## config.mk

```make
export PLATFORM = sky130hd
export DESIGN_NAME = ordenador_comparador
export DESIGN_NICKNAME = d
export VERILOG_FILES = /design/src/rtl/ordenador_comparador.sv
export SDC_FILE = /design/constraint.sdc
export NUM_CORES = 1
export LEC_CHECK = 0
export CAP_MARGIN = 10
export CORE_UTILIZATION = 45
export CTS_CLUSTER_SIZE = 12
export DETAILED_ROUTE_END_ITERATION = 16
export GPL_ROUTABILITY_DRIVEN = 1
export GPL_TIMING_DRIVEN = 0
export PLACE_DENSITY_LB_ADDON = 0.3
export SYNTH_ARGS = -nofsm -noshare
export SYNTH_HDL_FRONTEND = slang
export SYNTH_SLANG_ARGS = --single-unit
```

## constraint.sdc

```tcl
create_clock -name clk -period 7.08 [get_ports clk]
set_clock_uncertainty 0.1 [all_clocks]
set_input_delay 1.416 -clock clk [delete_from_list [all_inputs] [get_ports clk]]
set_output_delay 1.416 -clock clk [all_outputs]
set_load 0.1 [all_outputs]
```

## src/rtl/ordenador_comparador.sv

```systemverilog
// Four-element sorter: a fixed 5-step sorting network driven through one shared
// 4-bit magnitude comparator, one compare-and-swap per clock.

module comparador_4bits (
  input  logic [3:0] i_a,
  input  logic [3:0] i_b,
  output logic       o_a_maior_b,
  output logic       o_a_menor_b,
  output logic       o_a_igual_b
);
  assign o_a_maior_b = (i_a >  i_b);
  assign o_a_menor_b = (i_a <  i_b);
  assign o_a_igual_b = (i_a == i_b);
endmodule

module ordenador_comparador #(
  parameter int WIDTH = 4,
  parameter int DESC  = 0
) (
  input  logic               clk,
  input  logic               rst_n,
  input  logic               start,
  input  logic [4*WIDTH-1:0] dado_in,
  output logic               ocupado,
  output logic               pronto,
  output logic [4*WIDTH-1:0] dado_out,
  output logic [2:0]         trocas
);

  typedef enum logic [1:0] {OCIOSO, COMPARA, FIM} estado_t;

  estado_t          r_estado, w_prox;
  logic [WIDTH-1:0] r_elem [4];
  logic [WIDTH-1:0] w_novo [4];
  logic [2:0]       r_passo;
  logic [2:0]       r_cont;
  logic [2:0]       w_cont_novo;
  logic [4*WIDTH-1:0] r_dado_out;
  logic [2:0]       r_trocas;
  logic [1:0]       w_i, w_j;
  logic [WIDTH-1:0] w_a, w_b;
  logic             w_maior, w_menor, w_igual, w_troca;

  // Sorting network pair schedule: (0,1) (2,3) (0,2) (1,3) (1,2).
  always_comb begin
    // NOTE: every combinational output gets a default first so no path leaves it unassigned (no latch).
    w_i = 2'd1;
    w_j = 2'd2;
    case (r_passo)
      3'd0: begin w_i = 2'd0; w_j = 2'd1; end
      3'd1: begin w_i = 2'd2; w_j = 2'd3; end
      3'd2: begin w_i = 2'd0; w_j = 2'd2; end
      3'd3: begin w_i = 2'd1; w_j = 2'd3; end
      default: ;
    endcase
  end

  assign w_a = r_elem[w_i];
  assign w_b = r_elem[w_j];

  comparador_4bits u_comparador (
    .i_a         (w_a),
    .i_b         (w_b),
    .o_a_maior_b (w_maior),
    .o_a_menor_b (w_menor),
    .o_a_igual_b (w_igual)
  );

  // Equal operands never swap, whatever the sort direction.
  assign w_troca     = !w_igual && ((DESC != 0) ? w_menor : w_maior);
  assign w_cont_novo = r_cont + {2'b00, w_troca};

  always_comb begin
    w_novo = r_elem;
    if (w_troca) begin
      w_novo[w_i] = w_b;
      w_novo[w_j] = w_a;
    end
  end

  always_comb begin
    w_prox = r_estado;
    case (r_estado)
      OCIOSO:  if (start) w_prox = COMPARA;
      COMPARA: if (r_passo == 3'd4) w_prox = FIM;
      FIM:     w_prox = OCIOSO;
      default: w_prox = OCIOSO;
    endcase
  end

  always_ff @(posedge clk) begin
    // NOTE: sequential state uses non-blocking assignments so every register samples pre-edge values.
    if (!rst_n) r_estado <= OCIOSO;
    else        r_estado <= w_prox;
  end

  always_ff @(posedge clk) begin
    if (!rst_n) begin
      // NOTE: the element file is only four words, so it is cleared on reset like any other register.
      for (int k = 0; k < 4; k++) r_elem[k] <= '0;
      r_passo    <= '0;
      r_cont     <= '0;
      r_dado_out <= '0;
      r_trocas   <= '0;
    end else begin
      case (r_estado)
        OCIOSO: if (start) begin
          for (int k = 0; k < 4; k++) r_elem[k] <= dado_in[k*WIDTH +: WIDTH];
          r_passo <= '0;
          r_cont  <= '0;
        end
        COMPARA: begin
          for (int k = 0; k < 4; k++) r_elem[k] <= w_novo[k];
          r_cont  <= w_cont_novo;
          r_passo <= r_passo + 3'd1;
          // Result registers load on the edge into FIM and hold until the next sort ends.
          if (r_passo == 3'd4) begin
            r_dado_out <= {w_novo[3], w_novo[2], w_novo[1], w_novo[0]};
            r_trocas   <= w_cont_novo;
          end
        end
        default: ;
      endcase
    end
  end

  assign ocupado  = (r_estado != OCIOSO);
  assign pronto   = (r_estado == FIM);
  assign dado_out = r_dado_out;
  assign trocas   = r_trocas;

endmodule
```

==> results of run 1 <==
==> worst max path at each step <==
stage | startpoint | end | slack (ns)
floorplan | r_estado[1] | pronto | 3.34
detailed placement | r_passo[0] | r_cont[2] | 3.06
finish | r_estado[1] | pronto | 2.79
global placement | r_passo[0] | r_cont[2] | 3.13
CTS | r_estado[1] | pronto | 2.81
global route | r_passo[0] | r_cont[2] | 2.65
==> registers in the layout, summed over array words and instances, names as in the netlist <==
register	flops
dado_out	16
r_estado	2
trocas	3
r_cont	3
r_elem	16
r_passo	3
==> per-stage QoR <==
stage	area [sq um]	setup slack (ns)
2_1_floorplan	2660	3.34
3_3_place_gp	3140	3.13
3_5_place_dp	3140	3.06
4_1_cts	3230	2.81
5_1_grt	3230	2.65
6_report	3230	2.79
==> cells in the final DEF, fill, tap and decap left out, drive strengths merged, types with 5 or more instances in the layout <==
master	netlist	layout
a21oi	27	27
o32ai	9	9
dfxtp	43	43
ha	11	11
o22ai	13	13
buf	6	6
a22oi	23	23
nor2	36	36
o21ai	16	16
nor2b	9	9
clkbuf	13	18
o31ai	5	5
clkdlybuf4s50	0	39
inv	13	13
nand2	22	22
mux2i	9	9
==> report_power, final <==
| group | switching [uW] | internal [uW] |
|---|---|---|
| sequential | 16.6 | 254 |
| clock | 96.3 | 70.7 |
| combinational | 155 | 102 |
| total | 267 | 427 |
==> synthesized netlist by cell type, types with 4 or more instances <==
cell / number / area (sq um)
o22ai_1: 13 / 81.3
nor2b_1: 7 / 43.8
o31ai_1: 5 / 37.5
o32ai_1: 8 / 70.1
a21oi_1: 26 / 130
mux2i_1: 9 / 90.1
dfxtp_1: 43 / 861
ha_1: 11 / 138
nand4_1: 4 / 25.0
o21ai_0: 14 / 70.1
a22oi_1: 23 / 173
nor2_1: 35 / 131
nand2_1: 22 / 82.6
clkbuf_1: 10 / 37.5
inv_1: 13 / 48.8
==> cell type report <==
| class | count | area (sq um) |
|---|---|---|
| Clock buffer | 5 | 68.8 |
| Multi-Input combinational cell | 235 | 1620 |
| Inverter | 14 | 52.6 |
| Fill cell | 540 | 2370 |
| Timing Repair Buffer | 39 | 390 |
| Clock inverter | 3 | 25.0 |
| Tap cell | 72 | 90.1 |
| Buffer | 19 | 128 |
| Sequential cell | 43 | 861 |
==> metal layers <==
metal / wire length (um) / part of all wire [%] / GRT usage [%]
met5: 0 / 0 / 0
met4: 238 / 3.1 / 10.2
met3: 455 / 5.8 / 5.98
met2: 3550 / 46 / 42.3
met1: 3550 / 46 / 34.7
==> cells by family (layout without fill, tap and decap cells) <==
logic type / Yosys count / in the layout
XOR/XNOR: 1 / 1
AO/OA/AOI/OAI: 122 / 122
adder cells (fa/ha/maj): 11 / 11
AND/OR/NAND/NOR: 89 / 89
flip-flops: 43 / 43
buffers and inverters: 33 / 80
multiplexers: 12 / 12
==> critical path: stages, from the launching register on <==
cell and delay (ns):
dfxtp_1 0.46, clkbuf_8 0.23, clkbuf_1 0.44, nor2b_1 0.19, clkdlybuf4s50_1 1.14
==> results.cfg, run 1 <==
[run_status]
run_status = finished clean

[critical_path]
worstRegToRegCells = 16
worst_setup_path_start_kind = flip-flop
worst_setup_ep_type = output pin
critical_path_class = reg -> out
cp_max_fo = 10
worstPathArrival_ns = 2.77
worstReg2RegStart = r_passo[0]
setup.reg_to_reg.worst_slack_ns = 3.00
worstPathRequired_ns = 5.56
crit-reg2reg-capture = r_cont[2]

[floorplan]
die_x_um = 78.9
rows = 27
dieHeight_um = 78.9
start_util_pct = 47.4
top_level_ports = 40
fp.coreArea_sq_mm = 0.00561
die_ar_sq_mm = 0.00622

[hold_path]
worstHoldPathType = reg -> reg
hold_path_depth = 2
min_from = dado_out[10]
capture_endpoint_of_the_worst_hold_path = dado_out[10]

[finish]
finalNetCount = 387
areaGrowthSynthToFinish_pct = 21.6
num_antenna_cells = 0
finish.utilization_pct = 57.7
drive_gt1_share_pct = 11.2
layout.cells.non_filler = 430

[logic_synthesis]
synthFlopType = dfxtp_1
syn_avg_cell_area_sq_um = 8.55
synth-adder-area-share_pct = 5.18
number_of_distinct_library_cells_after_synthesis = 59
synth_top_family_by_area = compound AO/OA/AOI/OAI gates
synth.net_count = 341
number_of_warning_messages_in_the_yosys_log = 0
synth_edf_count = 0
yosys-mux-area-fraction_pct = 4.66
ys_seq_area_share_pct = 32.4
synth_xor_area_share_pct = 0.329
postSynthRegisterBits = 43
share_of_synthesized_flip_flops_with_an_asynchronous_set_or_reset_pct = 0
synth_simple_gate_area_share_pct = 16.2
syn-instance-count = 311
netlist_area_before_placement_sq_mm = 0.00266
compound_gate_fraction_of_synth_area_pct = 34.4

[clock_network]
clock_path_buffers = 2
cts_hold_repair.buffers = 0
post_cts_setup_repair_bufs = 0
number_of_levels_in_the_clock_h_tree = 2
worst_setup_hold_path_clk_slew_ns = 0.10
numCtsBuffers = 5
clkSinkCount = 43
clock_insertion_delay_at_the_later_pin_of_the_skew_report_ns = 0.31
cts_resized = 0
clock_tree.root_cell = clkbuf_8
clock_tree_from_tritoncts = built

[sta]
final-hold-violation-count = 0
max-slew-margin-rel_pct = 34.6
layout_worst_path_cycle_share_pct = 60.5
finalMaxSlewViolations = 0
timing_worst_slew_pin_value_ns = 0.978
setup_repair_after_global_routing_missed_its_margin = false
finalCriticalPeriod_ns = 4.29
setup_violations = 0
maxClockFrequency_mhz = 233
hold_slack_ns = 0.358
finalSetupTns_ns = 0

[place]
gp_congestion = 0.942
dp_hpwl_mm = 5.68
portBuffers = 39
post-place-cells = 422

[detailed_routing]
initialDrtViolationCount = 265
vias = 2656
postRouteAntennaNets = 0
drt-total-wl_mm = 7.79
avgRoutedWirePerCell_um = 18.1
drc_errors = 0
routed_via_density = 6.18
drt_pass1_iterations = 4

[global_routing]
grt_antenna_before_repair = 0
grt_start_max_net_pins = 16
grt_pass1_wl_mm = 12.7
first_global_vias = 2491
gr-usage-all-layers_pct = 26.5
grt_overflow_total = 0

[pwr]
totalPowerFinal_uw = 694
power.ir.vdd_worst_v = 0.000118
pwr_density_cell_mw_per_mm2 = 215
p_leak_uw = 0.00119

[run]
max_cap_violations = 0
(Power assumes the default switching activity.)
==> inputs of run 2 (changes only) <==
==> constraint.sdc (replaced) <==
create_clock -name clk -period 3.8 [get_ports clk]
set_clock_uncertainty 0.1 [all_clocks]
set_input_delay 0.76 -clock clk [delete_from_list [all_inputs] [get_ports clk]]
set_output_delay 0.76 -clock clk [all_outputs]
set_load 0.1 [all_outputs]
==> run 2 against run 1 <==
Effect of this change: cell area rose by 2.2%; highest routed layer unchanged; worst setup slack worse by 2.6 ns; cell count increased by 0.23%; critical path type unchanged.
==> results.cfg, run 2 (synthesized netlist as in run 1, its figures left out) <==
[hold_path]
min_from = dado_out[10]
worstHoldPathType = reg -> reg

[pwr]
power.ir.vdd_worst_v = 0.000233
p_leak_uw = 0.00121
pwr_density_cell_mw_per_mm2 = 399

[place]
gp_congestion = 0.942
dp_hpwl_mm = 5.68
post-place-cells = 422
placement.cell_area_sq_mm = 0.00314
portBuffers = 39

[detailed_routing]
routed_via_density = 6.13
vias = 2640
postRouteAntennaNets = 0
drt-total-wl_mm = 7.88
drc_errors = 0
initialDrtViolationCount = 238
avgRoutedWirePerCell_um = 18.3
drt_pass1_iterations = 4

[sta]
final-hold-violation-count = 0
max-slew-margin-rel_pct = 34.6
setup_violations = 0
layout_worst_path_cycle_share_pct = 95.3
finalMaxSlewViolations = 0
setup_repair_after_global_routing_missed_its_margin = false
finalCriticalPeriod_ns = 3.62
finalSetupTns_ns = 0
maxClockFrequency_mhz = 276
timing_worst_slew_pin_value_ns = 0.978

[clock_network]
cts_hold_repair.buffers = 0
clock_tree_from_tritoncts = built
worst_setup_hold_path_clk_slew_ns = 0.10
number_of_levels_in_the_clock_h_tree = 2
clkSinkCount = 43
clock_tree.root_cell = clkbuf_8
clock_insertion_delay_at_the_later_pin_of_the_skew_report_ns = 0.30
numCtsBuffers = 5
clock_path_buffers = 2

[critical_path]
worst_setup_ep_type = output pin
worstReg2RegStart = r_passo[1]
worstPathArrival_ns = 2.76
worstPathRequired_ns = 2.94
worst_setup_path_start_kind = flip-flop
critical_path_class = reg -> out
cp_max_fo = 10
setup.worst_path.start = r_estado[1]

[finish]
num_antenna_cells = 0
areaGrowthSynthToFinish_pct = 24.3
finalNetCount = 388
final_cell_mix = 41 x dfxtp_1, 39 x clkdlybuf4s50_1, 35 x nor2_1
fillers = 533
drive_gt1_share_pct = 14.5
final_common_cell = dfxtp_1
final_design_area_no_fill_sq_mm = 0.00331
layout.cells.non_filler = 431

[global_routing]
grt_overflow_total = 0
grt_start_max_net_pins = 16
first_global_vias = 2492
grt_antenna_before_repair = 0
grt_pass1_wl_mm = 12.7
gr-usage-all-layers_pct = 26.5

[floorplan]
dieHeight_um = 78.9
die_ar_sq_mm = 0.00622
rows = 27
start_util_pct = 47.4
die_x_um = 78.9
fp.coreArea_sq_mm = 0.00561
top_level_ports = 40

[run]
max_cap_violations = 0

[run_status]
run_status = finished clean
==> run 2: cell types whose count changed in the layout (fill, tap and decap cells not counted), sizes merged <==
cell | previous run | this run
clkbuf | 18 | 19
==> run 2: area by class of cell <==
| type | count | area (sq um) | share of cell area [%] |
|---|---|---|---|
| flip-flops and latches | 43 | 863 | 26.1 |
| well taps | 72 | 90.1 | 2.73 |
| repair buffers | 40 | 398 | 12.0 |
| plain buffers | 19 | 130 | 3.94 |
| clock inverters | 3 | 25.0 | 0.757 |
| clock buffers | 5 | 68.8 | 2.08 |
| multi-input cells | 235 | 1680 | 50.8 |
| inverters | 14 | 52.6 | 1.59 |
==> run 2: timing repair <==
item                       in CTS  in global routing
cloned                          0                  0
setup buffers                   0                  1
gates resized for setup         4                 11
pin swaps                       0                  2
setup endpoints to repair       4                  9
==> run 2: routing by layer <==
metal | vias to the layer above | GRT usage [%] | wire, um
met5 | - | 0 | 0
met4 | 0 | 10.2 | 260
met3 | 21 | 5.98 | 531
met2 | 114 | 42.3 | 3590
met1 | 1240 | 34.7 | 3500
li1 | 1265 | - | -
==> run 2: critical path, cell delays in order (launching register included) <==
cell,delay (ns)
dfxtp_1,0.46
clkbuf_8,0.23
clkbuf_1,0.43
nor2b_1,0.19
clkdlybuf4s50_1,1.14
==> run 2: stage by stage <==
step,total power [uW],util [%],hold WS [ns],worst slack [ns]
6_report,1320,58.9,0.357,0.178
5_1_grt,1380,58.9,0.384,0.0161
4_1_cts,1300,57.9,0.364,0.0500
3_5_place_dp,981,56.0,0.344,-0.219
3_3_place_gp,977,56.0,0.336,-0.153
2_1_floorplan,859,-,0.372,0.344
==> run 2: report_power, final <==
part | leakage, uW | total, uW | switching, uW | internal [uW]
combinational | 0.000811 | 506 | 299 | 207
sequential | 0.000350 | 506 | 32.5 | 473
clock | 0.0000443 | 309 | 177 | 132
total | 0.00121 | 1320 | 509 | 812
==> run 2: worst paths after layout <==
path                  end  slack, ns  cells past startpoint
max reg2reg     r_cont[2]       0.25                     16
min reg2reg  dado_out[10]       0.36                      2
min          dado_out[10]       0.36                      2
max                pronto       0.18                      4
